File: config.mk
export PLATFORM = sky130hd
export DESIGN_NAME = mem_port_arbiter
export DESIGN_NICKNAME = d
export VERILOG_FILES = /design/src/rtl/mem_port_arbiter.sv
export SDC_FILE = /design/constraint.sdc
export NUM_CORES = 1
export LEC_CHECK = 0
export BUFFER_PORTS_ARGS = -buffer_cell sky130_fd_sc_hd__buf_2
export CAP_MARGIN = 20
export CORE_MARGIN = 4
export CORE_UTILIZATION = 30
export DETAILED_ROUTE_END_ITERATION = 8
export GPL_ROUTABILITY_DRIVEN = 0
export SETUP_SLACK_MARGIN = 0.4
export SLEW_MARGIN = 10
export SYNTH_ARGS = -nofsm -noshare
export SYNTH_HDL_FRONTEND = slang
export SYNTH_SLANG_ARGS = --single-unit
File: constraint.sdc
create_clock -name iClk -period 2.5 [get_ports iClk]
set_clock_uncertainty 0.05 [all_clocks]
set_input_delay 0.25 -clock iClk [delete_from_list [all_inputs] [get_ports iClk]]
set_output_delay 0.25 -clock iClk [all_outputs]
set_load 0.02 [all_outputs]
File: src/rtl/mem_port_arbiter.sv
// Single-port core RAM arbiter: instruction fetch vs. ALU load/store, with fetch starvation
// limit, store byte-lane generation, load alignment/extension and fixed-latency responses.
package mem_port_arbiter_pkg;
  localparam int cXLEN       = 32;
  localparam int cRegSelBitW = 5;
  localparam int cRamDepth   = 1024;

  // opType uses the RISC-V funct3 encoding for loads and stores
  localparam logic [2:0] OP_B  = 3'b000;
  localparam logic [2:0] OP_H  = 3'b001;
  localparam logic [2:0] OP_W  = 3'b010;
  localparam logic [2:0] OP_BU = 3'b100;
  localparam logic [2:0] OP_HU = 3'b101;

  typedef struct packed {
    logic                   read;
    logic                   write;
    logic [cXLEN-1:0]       addr;
    logic [cXLEN-1:0]       data;
    logic [2:0]             opType;
    logic [cRegSelBitW-1:0] rdAddr;
  } tMemOp;
endpackage

// Handshake: a requester holds its request until the same-cycle grant; every response is a
// single-cycle valid pulse with no back-pressure.
module mem_port_arbiter
  import mem_port_arbiter_pkg::*;
#(
  parameter int cStarveLimit = 4,
  parameter int cAddrW       = $clog2(cRamDepth)
) (
  input  logic                   iClk,
  input  logic                   iRst,
  input  logic                   iFetchReq,
  input  logic [cXLEN-1:0]       iFetchAddr,
  input  logic                   iFlush,
  output logic                   oFetchGnt,
  output logic                   oFetchRvalid,
  output logic [cXLEN-1:0]       oFetchRdata,
  input  tMemOp                  iMemOp,
  output logic                   oMemGnt,
  output logic                   oMemRvalid,
  output logic [cXLEN-1:0]       oMemRdata,
  output logic [cRegSelBitW-1:0] oMemRdAddr,
  output logic                   oMisalign,
  output logic                   oRamEn,
  output logic                   oRamWe,
  output logic [cAddrW-1:0]      oRamAddr,
  output logic [3:0]             oRamBe,
  output logic [cXLEN-1:0]       oRamWdata,
  input  logic [cXLEN-1:0]       iRamRdata
);
  localparam logic [3:0] cLimit = 4'(cStarveLimit);

  logic [3:0]             starve_cnt_q, starve_cnt_d;
  logic                   fetch_pend_q, fetch_pend_d;
  logic                   load_pend_q, load_pend_d;
  logic [2:0]             ld_type_q, ld_type_d;
  logic [1:0]             ld_off_q, ld_off_d;
  logic [cRegSelBitW-1:0] ld_rd_q, ld_rd_d;
  logic                   misalign_q, misalign_d;
  logic                   fetch_rvalid_q, fetch_rvalid_d;
  logic [cXLEN-1:0]       fetch_rdata_q, fetch_rdata_d;
  logic                   mem_rvalid_q, mem_rvalid_d;
  logic [cXLEN-1:0]       mem_rdata_q, mem_rdata_d;
  logic [cRegSelBitW-1:0] mem_rd_addr_q, mem_rd_addr_d;

  logic             mem_req, is_write, misalign, fetch_win, mem_gnt, mem_ram;
  logic [1:0]       off;
  logic [cXLEN-1:0] shifted, load_ext;
  logic [15:0]      half;
  logic             unused_bits;

  assign unused_bits = ^{iFetchAddr[cXLEN-1:cAddrW+2], iFetchAddr[1:0],
                         iMemOp.addr[cXLEN-1:cAddrW+2]};

  always_comb begin
    mem_req  = iMemOp.read | iMemOp.write;
    is_write = iMemOp.write;
    off      = iMemOp.addr[1:0];
    case (iMemOp.opType[1:0])
      2'b00:   misalign = 1'b0;
      2'b01:   misalign = off[0];
      default: misalign = |off;
    endcase

    fetch_win = !iRst && iFetchReq && !iFlush && (!mem_req || starve_cnt_q == cLimit);
    mem_gnt   = !iRst && mem_req && !fetch_win;
    mem_ram   = mem_gnt && !misalign;

    starve_cnt_d = starve_cnt_q;
    if (!iFetchReq || fetch_win)
      starve_cnt_d = '0;
    else if (mem_gnt && starve_cnt_q != cLimit)
      starve_cnt_d = starve_cnt_q + 4'd1;

    oFetchGnt = fetch_win;
    oMemGnt   = mem_gnt;
    oRamEn    = fetch_win | mem_ram;
    oRamWe    = mem_ram & is_write;
    oRamAddr  = fetch_win ? iFetchAddr[cAddrW+1:2] : iMemOp.addr[cAddrW+1:2];
    oRamBe    = 4'b0000;
    oRamWdata = '0;
    if (mem_ram && is_write) begin
      case (iMemOp.opType[1:0])
        2'b00: begin
          oRamBe    = 4'b0001 << off;
          oRamWdata = {4{iMemOp.data[7:0]}};
        end
        2'b01: begin
          oRamBe    = 4'b0011 << off;
          oRamWdata = {2{iMemOp.data[15:0]}};
        end
        default: begin
          oRamBe    = 4'b1111;
          oRamWdata = iMemOp.data;
        end
      endcase
    end

    // Tag stage: what was granted last cycle, aligned with iRamRdata
    fetch_pend_d = fetch_win;
    load_pend_d  = mem_ram && !is_write;
    ld_type_d    = iMemOp.opType;
    ld_off_d     = off;
    ld_rd_d      = iMemOp.rdAddr;
    misalign_d   = mem_gnt && misalign;

    shifted = iRamRdata >> {ld_off_q, 3'b000};
    half    = ld_off_q[1] ? iRamRdata[31:16] : iRamRdata[15:0];
    case (ld_type_q)
      OP_B:    load_ext = {{24{shifted[7]}}, shifted[7:0]};
      OP_BU:   load_ext = {24'd0, shifted[7:0]};
      OP_H:    load_ext = {{16{half[15]}}, half};
      OP_HU:   load_ext = {16'd0, half};
      default: load_ext = iRamRdata;
    endcase

    fetch_rvalid_d = fetch_pend_q && !iFlush;
    fetch_rdata_d  = fetch_pend_q ? iRamRdata : fetch_rdata_q;
    mem_rvalid_d   = load_pend_q;
    mem_rdata_d    = load_pend_q ? load_ext : mem_rdata_q;
    mem_rd_addr_d  = load_pend_q ? ld_rd_q : mem_rd_addr_q;
  end

  // A flush in the response cycle itself still kills the registered fetch response
  assign oFetchRvalid = fetch_rvalid_q && !iFlush;
  assign oFetchRdata  = fetch_rdata_q;
  assign oMemRvalid   = mem_rvalid_q;
  assign oMemRdata    = mem_rdata_q;
  assign oMemRdAddr   = mem_rd_addr_q;
  assign oMisalign    = misalign_q;

  always_ff @(posedge iClk) begin
    if (iRst) begin
      starve_cnt_q   <= '0;
      fetch_pend_q   <= 1'b0;
      load_pend_q    <= 1'b0;
      ld_type_q      <= '0;
      ld_off_q       <= '0;
      ld_rd_q        <= '0;
      misalign_q     <= 1'b0;
      fetch_rvalid_q <= 1'b0;
      fetch_rdata_q  <= '0;
      mem_rvalid_q   <= 1'b0;
      mem_rdata_q    <= '0;
      mem_rd_addr_q  <= '0;
    end else begin
      starve_cnt_q   <= starve_cnt_d;
      fetch_pend_q   <= fetch_pend_d;
      load_pend_q    <= load_pend_d;
      ld_type_q      <= ld_type_d;
      ld_off_q       <= ld_off_d;
      ld_rd_q        <= ld_rd_d;
      misalign_q     <= misalign_d;
      fetch_rvalid_q <= fetch_rvalid_d;
      fetch_rdata_q  <= fetch_rdata_d;
      mem_rvalid_q   <= mem_rvalid_d;
      mem_rdata_q    <= mem_rdata_d;
      mem_rd_addr_q  <= mem_rd_addr_d;
    end
  end
endmodule
==> qor.yml <==
clock.fmax_mhz: 437
cpLargestDelayFamily: "buffers and inverters"
hpwl_mm: 11.4
clock_power_share_pct: 39.6
drive_gt1_share_pct: 45.8
cts_tree: "done"
maxCapViolations: 0
ys_seq_area_share_pct: 39.4
wl_per_cell_um: 17.3
power_density_nw_per_um2: 532
cts.htree.levels: 3
numCtsBuffers: 9
rows: 44
netlist-cell-type-count: 43
holdBufCountCts: 0
sequentialPowerShare_pct: 41.4
ir_worst_vdd_v: 0.000292
grt_use_total_pct: 17.6
die-area_sq_um: 16900
dpl-instance-area_sq_um: 5740
ys_ff_latch: 88
crit_path_max_fanout: 14
area_delta_synth_final_pct: 49.2
dpl_worst_slack_ps: 421
setup_viol: 0
crit_path_start_kind: "flop"
io_pins: 264
final.min_clock_period_ps: 2290
clkSinkCount: 88
p_sw_uw: 989
worstMarginPinSlew_ps: 722
cellLeakagePower_uw: 0.00295
crit_required_ps: 2200
vias_per_cell: 4.96
gr-total-overflow: 0
crit_path_max_incr_delay_ps: 340
layout_common_cells: "buf_2, dfxtp_1, nor2_1"
slew_violations: 0
synth_area_per_cell_sq_um: 8.70
antenna_found_initial: 0
status: "complete, no violations"
clk_latency_ps: 340
dr.pass1.iters: 4
setup_ws_ps: 210
start_util_pct: 30.6
final_area_sq_um: 6670
final_common_cell: "buf_2"
timing_hold_violations_final: 0
fp.dieW_um: 130
p_int_uw: 2560
vias: 4546
cts_root_buf: "clkbuf_16"
worstHoldPathCells: 2
drc_errors: 0
relSlewSlack_pct: 51.9
core_sq_um: 14600
worstPathCellList: "inv_2, ha_4, and3b_2, o21ai_4, nand4b_1, buf_6, buf_12, nor2_2, buf_4"
worstReg2RegEnd: "oMemRdata[24]"
nets: 872
hold_slack_ps: 70.8
hold_path_class: "in2reg"
grt_max_degree: 60
reg2reg_depth: 5
fin_tns_setup_ps: 0
grt_first_pass_wirelength_mm: 23.3
p_sw_share_pct: 27.9
crit_type: "reg2out"
end_kind: "primary output"
num_antenna_cells: 0
reg2reg_setup_slack_ps: 580
total_power_uw: 3540
cp.arrival_ps: 1990
hold_start: "iMemOp[3]"
power_frac_comb_pct: 19.0
synthesis.nets: 658
crit_buf_inv: 4
synth_cells: 514
drt_iter0_drc: 309
critPathSlowestCell: "dfxtp_2"
clockBufferDepth: 2
postRouteAntennaNets: 0
rsz0062_at_grt: "true"
path_clk_slew_ps: 70
grt_pass1_vias: 4351
ys_warn_count: 0
fp.dieH_um: 130
wl_mm: 15.9
fin_crit_sh_pct: 91.6
rr_startpoint: "ld_off_q[0]"
holdPathEnd: "ld_rd_q[3]"
netlist_area_sq_um: 4470
portBuffers: 221
power by group through the flow:
stage | clock, uW | sequential [uW] | combinational, uW
after floorplan | 0 | 1530 | 299
after global placement | 0 | 1500 | 571
after detailed placement | 0 | 1500 | 571
after CTS | 1430 | 1470 | 634
after global routing | 1500 | 1470 | 725
final | 1400 | 1470 | 675
metal layers:
layer | global-route usage [%] | wire length (um) | vias up
met3 | 4.05 | 1220 | 20
met5 | 0 | 0 | -
met1 | 22.6 | 6840 | 2085
met2 | 29.7 | 7570 | 208
li1 | - | - | 2233
met4 | 5.13 | 240 | 0
state kept, by name (all words and copies together) (netlist names):
register	flops
oFetchRdata	32
oMemRdata	32
fetch_pend_q	1
ld_rd_q	5
oMisalign	1
ld_off_q	2
fetch_rvalid_q	1
starve_cnt_q	4
ld_type_q	3
oMemRdAddr	5
load_pend_q	1
oMemRvalid	1
worst max-delay path by stage:
stage | slack (ps) | from | cells after the start | end
CTS | 200 | starve_cnt_q[0] | 9 | oRamBe[1]
finish | 210 | starve_cnt_q[0] | 9 | oRamBe[0]
detailed placement | 420 | starve_cnt_q[0] | 8 | oRamWdata[25]
floorplan | 380 | starve_cnt_q[0] | 8 | oRamBe[1]
global route | 120 | starve_cnt_q[0] | 9 | oRamWdata[15]
global placement | 420 | starve_cnt_q[0] | 8 | oRamWdata[25]
stage by stage:
step | instances | utilization (%)
2_1_floorplan | 514 | -
6_report | 917 | 45.7
3_3_place_gp | 893 | 39.4
4_1_cts | 914 | 44.1
5_1_grt | 917 | 45.7
3_5_place_dp | 893 | 39.4
worst reg2reg max path, delay by kind of cell (launching register included):
family	cells	cell delay (ps)
compound gates	2	540
flops	1	520
simple gates	2	480
buf+inv	1	210
cell type report:
type,instances,area [sq um]
Clock inverter,4,52.6
Timing Repair Buffer,245,1580
Fill cell,1437,7920
Tap cell,184,230
Inverter,8,32.5
Sequential cell,88,1770
Multi-Input combinational cell,376,2750
Clock buffer,12,256
timing repair:
action	CTS	global route
pin swaps	6	6
buffers inserted	3	2
resized for setup	104	56
setup endpoints to repair	50	50
cloned	2	1
logic make-up (layout without fill, tap and decap cells):
family,count (synthesis),after routing,share of synthesized area [%]
and+or+nand+nor,198,198,20.3
AOI/OAI and AO/OA,97,97,16.3
DFF,88,88,39.4
muxes,79,79,18.3
buffers and inverters,50,269,5.04
adders and majority gates,2,2,0.560
cell usage after synthesis (all sizes together):
cell type	instances	share of area (%)
a2111oi	16	5.1
nand3b	9	1.5
and3b	1	0.20
o21ai	12	1.4
and2	8	1.1
clkbuf	22	1.8
o21bai	2	0.34
a21oi	40	4.5
a41oi	1	0.20
a32oi	8	1.6
nand2	43	3.6
and2b	1	0.20
nor3b	2	0.34
nand4b	1	0.20
o211a	1	0.22
buf	20	2.5
a311oi	7	1.4
or2	3	0.42
nor2b	14	2.0
nand3	7	0.78
nor3	2	0.22
dfxtp	88	39
and3	1	0.14
a31oi	1	0.14
and4	1	0.20
mux2	19	4.9
inv	8	0.67
o31ai	1	0.17
nor4	1	0.14
ha	2	0.56
nand2b	1	0.14
a211oi	8	1.3
nor2	95	8.0
mux2i	60	13
or3	8	1.1
(Power assumes the default switching activity.)
